--- config.mk ---
export PLATFORM = sky130hd
export DESIGN_NAME = edge_level_generator
export DESIGN_NICKNAME = d
export VERILOG_FILES = /design/src/rtl/edge_level_gen_pkg.sv /design/src/rtl/edge_level_generator_hold_timer.sv /design/src/rtl/edge_level_generator.sv
export SDC_FILE = /design/constraint.sdc
export NUM_CORES = 1
export LEC_CHECK = 0
export ABC_CLOCK_PERIOD_IN_PS = 2100
export BUFFER_PORTS_ARGS = -buffer_cell sky130_fd_sc_hd__buf_2
export CORE_AREA = 2 2 39 41
export CTS_CLUSTER_DIAMETER = 120
export DETAILED_ROUTE_END_ITERATION = 12
export DIE_AREA = 0 0 41 43
export MAX_ROUTING_LAYER = met4
export PLACE_DENSITY = 0.61
export SLEW_MARGIN = 20
export SYNTH_ARGS = -nofsm -noshare
export SYNTH_HDL_FRONTEND = slang
export SYNTH_SLANG_ARGS = --single-unit
--- constraint.sdc ---
create_clock -name clk -period 2.1 [get_ports clk]
set_input_delay 0.21 -clock clk [delete_from_list [all_inputs] [get_ports clk]]
set_output_delay 0.21 -clock clk [all_outputs]
set_load 0.005 [all_outputs]
--- src/rtl/edge_level_gen_pkg.sv ---
// Shared types for the edge/level generator: FSM state encoding and
// small state-classification helpers.
package edge_level_gen_pkg;

  localparam logic [1:0] ST_LOW_STABLE  = 2'd0;
  localparam logic [1:0] ST_HIGH_HOLD   = 2'd1;
  localparam logic [1:0] ST_HIGH_STABLE = 2'd2;
  localparam logic [1:0] ST_LOW_HOLD    = 2'd3;

  typedef enum logic [1:0] {
    LOW_STABLE  = ST_LOW_STABLE,
    HIGH_HOLD   = ST_HIGH_HOLD,
    HIGH_STABLE = ST_HIGH_STABLE,
    LOW_HOLD    = ST_LOW_HOLD
  } state_t;

  // Level currently driven in a given state.
  function automatic logic st_is_high(state_t s);
    return (s == HIGH_HOLD) || (s == HIGH_STABLE);
  endfunction

  // Hold states are the ones in which the minimum-stable timer may still run.
  function automatic logic st_is_hold(state_t s);
    return (s == HIGH_HOLD) || (s == LOW_HOLD);
  endfunction

endpackage

--- src/rtl/edge_level_generator_hold_timer.sv ---
// edge_hold_timer: loadable down-counter that saturates at zero.
// Load has priority over decrement; zero_o flags an expired hold window.
module edge_hold_timer #(
  parameter int CNT_W = 3
) (
  input  logic             clk,
  input  logic             rst_n,
  input  logic             load_i,
  input  logic [CNT_W-1:0] load_val_i,
  output logic [CNT_W-1:0] cnt_o,
  output logic             zero_o
);

  logic [CNT_W-1:0] cnt_q, cnt_d;

  // Next count: reload on a transition, otherwise count down to zero and stop.
  always_comb begin
    cnt_d = cnt_q;
    if (load_i)                  cnt_d = load_val_i;
    else if (cnt_q != '0)        cnt_d = cnt_q - CNT_W'(1);
  end

  // Counter register.
  always_ff @(posedge clk or negedge rst_n) begin
    if (!rst_n) cnt_q <= '0;
    else        cnt_q <= cnt_d;
  end

  assign cnt_o  = cnt_q;
  assign zero_o = (cnt_q == '0);

endmodule

--- src/rtl/edge_level_generator.sv ---
// edge_level_generator: rebuilds a level from rise/fall request pulses and
// keeps the level stable for MIN_HOLD cycles after every transition.
// Build option EDGE_LEVEL_GEN_PENDING_EN: an opposite request arriving
// during the hold window is remembered (1 deep) instead of dropped.
module edge_level_generator
  import edge_level_gen_pkg::*;
#(
  parameter int MIN_HOLD = 4
) (
  input  logic clk,
  input  logic rst_n,
  input  logic rise_req_i,
  input  logic fall_req_i,
  output logic sig_out_o,
  output logic rise_done_o,
  output logic fall_done_o,
  output logic busy_o,
  output logic req_drop_o
);

  localparam int CNT_W = $clog2(MIN_HOLD + 1);
  localparam logic [CNT_W-1:0] HOLD_LOAD = CNT_W'(MIN_HOLD - 1);

  if (MIN_HOLD < 1) begin : g_bad_hold
    $error("edge_level_generator: MIN_HOLD must be >= 1");
  end

  state_t state_q, state_d;
  logic   sig_q, sig_d;
  logic   rise_done_q, rise_done_d;
  logic   fall_done_q, fall_done_d;
  logic   drop_q, drop_d;

  logic             tmr_load;
  logic [CNT_W-1:0] tmr_cnt;
  logic             tmr_zero;

  logic conflict, up, dn, opp, same, ready, busy, take;

  edge_hold_timer #(.CNT_W(CNT_W)) u_hold (
    .clk       (clk),
    .rst_n     (rst_n),
    .load_i    (tmr_load),
    .load_val_i(HOLD_LOAD),
    .cnt_o     (tmr_cnt),
    .zero_o    (tmr_zero)
  );

  // Request classification relative to the current level.
  always_comb begin
    conflict = rise_req_i && fall_req_i;
    up       = rise_req_i && !fall_req_i;
    dn       = fall_req_i && !rise_req_i;
    opp      = st_is_high(state_q) ? dn : up;
    same     = st_is_high(state_q) ? up : dn;
    busy     = st_is_hold(state_q) && (tmr_cnt != '0);
    ready    = !busy;
  end

`ifdef EDGE_LEVEL_GEN_PENDING_EN
  logic pend_q, pend_d;

  // Pending flag: set by an opposite request during hold, cancelled by a
  // same-direction request, consumed when the deferred transition fires.
  always_comb begin
    pend_d = pend_q;
    if (take)                         pend_d = 1'b0;
    else if (!conflict && same)       pend_d = 1'b0;
    else if (!conflict && busy && opp) pend_d = 1'b1;
  end

  // Pending register.
  always_ff @(posedge clk or negedge rst_n) begin
    if (!rst_n) pend_q <= 1'b0;
    else        pend_q <= pend_d;
  end
`endif

  // Next state and registered-output values.
  always_comb begin
    state_d     = state_q;
    sig_d       = sig_q;
    rise_done_d = 1'b0;
    fall_done_d = 1'b0;
    drop_d      = 1'b0;
    tmr_load    = 1'b0;
    take        = 1'b0;

    if (conflict) drop_d = 1'b1;

    if (ready) begin
`ifdef EDGE_LEVEL_GEN_PENDING_EN
      // A same-direction request cancels a pending one at the deadline too.
      take = (!conflict && opp) || (pend_q && !(!conflict && same));
`else
      take = !conflict && opp;
`endif
    end
`ifndef EDGE_LEVEL_GEN_PENDING_EN
    else if (!conflict && opp) begin
      drop_d = 1'b1;
    end
`endif

    if (take) begin
      tmr_load = 1'b1;
      sig_d    = !sig_q;
      if (st_is_high(state_q)) begin
        state_d     = LOW_HOLD;
        fall_done_d = 1'b1;
      end else begin
        state_d     = HIGH_HOLD;
        rise_done_d = 1'b1;
      end
    end else if (st_is_hold(state_q) && tmr_zero) begin
      state_d = st_is_high(state_q) ? HIGH_STABLE : LOW_STABLE;
    end
  end

  // State and output registers.
  always_ff @(posedge clk or negedge rst_n) begin
    if (!rst_n) begin
      state_q     <= LOW_STABLE;
      sig_q       <= 1'b0;
      rise_done_q <= 1'b0;
      fall_done_q <= 1'b0;
      drop_q      <= 1'b0;
    end else begin
      state_q     <= state_d;
      sig_q       <= sig_d;
      rise_done_q <= rise_done_d;
      fall_done_q <= fall_done_d;
      drop_q      <= drop_d;
    end
  end

  assign sig_out_o   = sig_q;
  assign rise_done_o = rise_done_q;
  assign fall_done_o = fall_done_q;
  assign busy_o      = busy;
  assign req_drop_o  = drop_q;

endmodule
; Word level (Yosys, flattened, before mapping)
; Index checks and enable logic that the tools add are counted.
[totals]
reg_bits = 9
input_bits = 4
output_inout_bits = 5
word_cells = 42
[op_classes]
n_addsub = 1
n_eq_ne = 3
muxes = 16
n_reduce_logical = 16
[op_table]
columns = op, n
row1 = 1-bit two-way mux, 10
row2 = 2-bit two-way mux, 4
row3 = 1-bit logical AND, 6
row4 = 3-bit two-way mux, 2
row5 = "2-bit == test, second input constant", 2
row6 = 1-bit logical NOT, 4
row7 = 2-bit nonzero test, 2
row8 = 3-bit logical NOT, 1
row9 = 3-bit nonzero test, 1
row10 = "3-bit by 1-bit subtractor with 3-bit output, second input constant", 1
row11 = "2-bit by 1-bit == test with 1-bit output, second input constant", 1
row12 = 1-bit logical OR, 2

; Logic depth before layout (Yosys ltp)
[depth]
word_depth = 7
ltp_mapped = 6

; By module
; Synthesis repeated with hierarchy kept, for this count alone.
[hier_totals]
cells_unflattened = 50
hier_area_um2 = 490.5
[by_module_without_submodules]
columns = mod, instances, cells_each, area_each_um2
row1 = edge_level_generator, 1, 29, 289.0
row2 = edge_hold_timer, 1, 21, 201.4

; Worst setup path before layout
; No wires, ideal clock.
[synth_timing]
kind = register to register
startpoint = register state_q[0]
endpoint = register state_q[1]
t_arrival_ns = 1.619
required_time_ns = 2.001
slack_ns = 0.382
path_stages_with_launch = 6
cell_sequence = dfrtp_1 -> ha_1 -> and3b_1 -> buf_2 -> or3_1 -> a311oi_1
[synth_via]
elab_chain_cells = 6
[synth_rtl]
columns = item, line_no
row1 = from (decl), edge_level_generator.sv:28  ; state_t state_q, state_d;
row2 = from (signal assigned), edge_level_generator.sv:129  ; state_q <= state_d;
row3 = 2-bit by 1-bit == test with 1-bit output / 2-bit == test (equally long branches), "edge_level_gen_pkg.sv:19, edge_level_gen_pkg.sv:24"
row4 = 1-bit logical OR, edge_level_gen_pkg.sv:19  ; return (s == HIGH_HOLD) || (s == HIGH_STABLE);
row5 = 1-bit two-way mux, edge_level_generator.sv:54  ; opp = st_is_high(state_q) ? dn : up;
row6 = 1-bit logical AND, edge_level_generator.sv:96  ; take = !conflict && opp;
row7 = 1-bit two-way mux, edge_level_generator.sv:91  ; if (ready) begin
row8 = 2-bit two-way mux / 2-bit nonzero test (equally long branches), n/a
; Parallel ways exist; a longest one is shown, timed or not. The select of a mux whose other input is x is not followed.
; A chain may end at the register's enable or synchronous reset.

; Final worst setup path
; Ends and elaborated chain as after synthesis.

==> metrics <==
status=complete, no violations; Place WS=351 ps; Die W=41 microns; gr ovfl total=0; Pwr Density=between 1500 and 2000 nW/um^2; syn avg cell area=~10 sq um; DP HPWL=630 microns; Hold Path Class=input port to flop; Post-route DRC=0; io pins=9; commonest non-fill, non-tap cell in the layout=dfrtp_1; peak supply drop=approximately 570 uV; drt pass-1 iters=1; initial drt markers=0; vias per cell=4.86; most frequent cells in the layout=dfrtp_1, buf_2, inv_1; fill count=142; initial antenna violation count=0; Startpoint Class=flop; DIE AREA=1760 sq um; crit end category=flop; CTS H-tree lvls=1; Yosys warnings=0; chip height=approximately 43 microns; clk_skew=6.21 ps; largest net degree at the start of global routing=10; Critical Path AT=about 1900 ps; Worst-Skew Late Latency=around 260 ps; Total Wirelength=834 microns; Slew Viols, Final=0; ratio of cells with drive above 1 in the final layout=0.226; setup violators final=0; area grow syn2layout=20.2%; RePlAce Congestion=0.730; Worst R2R Start=state_q[0]$_DFFE_PN0P_; Netlist cell types=24; vias post-DR=379; Gates resized, CTS repair=0; Tcrit/Tclk final=0.837; GRT Total Usage=0.129; Diodes inserted=0; Hold Path Stages=3; starting density of the core=0.354; GRT busiest layer=met2; clk buf depth=2; nets=a little over 70; antenna-violating nets left=0; CTS tree=built; cells on worst reg2reg path=4; R2R Setup Slk=340 ps; final worst path period need=1760 ps; worst-path fanout max=7; Worst Path Required=2270 ps; Max Freq=569 MHz; Global Route met3 Usage=0.0471; cell count after synthesis=a little under 50; num rows=14; RSZ-0062 raised after global routing=false; Min-Delay Endpoint=req_drop_o$_DFF_PN0_; Core Region=1380 sq um; met1 track demand over resource=0.149; Worst-Margin Slew=403 ps; vias in the first global route=337; max_slew headroom=0.729; wire length per cell=between 10 and 15 microns; CTS Buf Count=3; # port buffers=8; Yosys reg bits=9; max-cap violation count=0; Worst Slack Setup Final=342 ps; Netlist Area Pre-Place=a little under 500 sq um; share of the yosys chip area belonging to registers=0.460; Clock transition at path regs=roughly 70 ps; Lkg Pwr=about 0.00031 uW; area of the multi-input gates=240 sq um; Hold Violations, Final=0; setup TNS=0 ps; first-pass GRT wire length=1.40 mm; Crit Path Class=flop to flop; hold path startpoint=rise_req_i; Root Driver=clkbuf_4; RR Endpoint=state_q[1]$_DFFE_PN0P_; FF+latch area=225 sq um; clk sinks=9; routing usage on met2=0.172; Syn Nets=57
[through the flow]
stage                     cells  cell area [sq um]  utilization  hold WS, ps  total power (uW)
after floorplan              49                489            -        -85.6               701
after global placement       73                552        0.399         71.8               824
after detailed placement     73                552        0.399         72.7               832
after CTS                    78                588        0.425          190               976
after global routing         78                588        0.425          215              1070
final                        78                588        0.425          198               963
[worst max-delay path, stage by stage (launching register included)]
cell and delay (ps):
dfrtp_1 420, ha_1 390, and3b_1 260, or3_1 350, a311oi_1 250
[metal layers]
| layer | part of all wire | vias to the layer above |
|---|---|---|
| li1 | - | 195 |
| met1 | 0.47 | 178 |
| met2 | 0.48 | 4 |
| met3 | 0.026 | 2 |
| met4 | 0.017 | 0 |
| met5 | 0 | - |
[kinds of logic after synthesis]
logic type / count (synthesis) / synth area share
adder cells (fa/ha/maj): 4 / 0.102
AND/OR/NAND/NOR: 21 / 0.246
flip-flops: 9 / 0.460
AO/OA/AOI/OAI: 7 / 0.107
buffers and inverters: 6 / 0.0486
XOR/XNOR: 2 / 0.0358
[where the power goes]
part           leakage [uW]  switching, uW  internal (uW)  total, uW
registers          0.000110           47.0            264        311
logic              0.000181            269            247        516
clock network     0.0000150           63.1           73.2        136
[synthesized netlist by cell type (all sizes together)]
cell type  n  area share
or3        1       0.013
nor3       4       0.041
and2b      1       0.015
inv        5       0.038
o22a       1       0.018
a211o      1       0.018
buf        1       0.010
or2        1       0.013
nand2      3       0.023
a311oi     1       0.018
nor4b      1       0.018
nor2       4       0.031
nor3b      1       0.015
a211oi     1       0.015
nor4       1       0.013
o22ai      2       0.026
and2       1       0.013
ha         4        0.10
dfrtp      9        0.46
or2b       2       0.033
xnor2      2       0.036
a31oi      1       0.013
and3b      1       0.018
[registers in the layout (all words and copies together) (netlist names)]
signal,count
u_hold.cnt_o,3
state_q,2
fall_done_o,1
req_drop_o,1
rise_done_o,1
sig_out_o,1
[how the worst max path moves through the flow]
stage | start | to | slack [ps] | depth (start not counted)
floorplan | state_q[0]$_DFFE_PN0P_ | state_q[1]$_DFFE_PN0P_ | 380 | 5
global placement | state_q[0]$_DFFE_PN0P_ | state_q[1]$_DFFE_PN0P_ | 380 | 4
detailed placement | state_q[0]$_DFFE_PN0P_ | state_q[1]$_DFFE_PN0P_ | 350 | 4
CTS | state_q[1]$_DFFE_PN0P_ | state_q[1]$_DFFE_PN0P_ | 340 | 5
global route | state_q[0]$_DFFE_PN0P_ | state_q[0]$_DFFE_PN0P_ | 180 | 4
finish | state_q[0]$_DFFE_PN0P_ | state_q[1]$_DFFE_PN0P_ | 340 | 4
[area by class of cell]
cell class                 instances  share of cell area
clock buffer                       4              0.0447
multi-input combinational         34               0.409
tap                               16              0.0340
sequential                         9               0.383
inverter                           5              0.0319
timing repair buffer              10              0.0979
[what timing repair did]
| action | 4_1_cts | 5_1_grt |
|---|---|---|
| setup buffers | 0 | 0 |
| endpoints found under the hold margin | 9 | 0 |
| hold buffers | 1 | 0 |
Power figures use the tool's default switching activity.
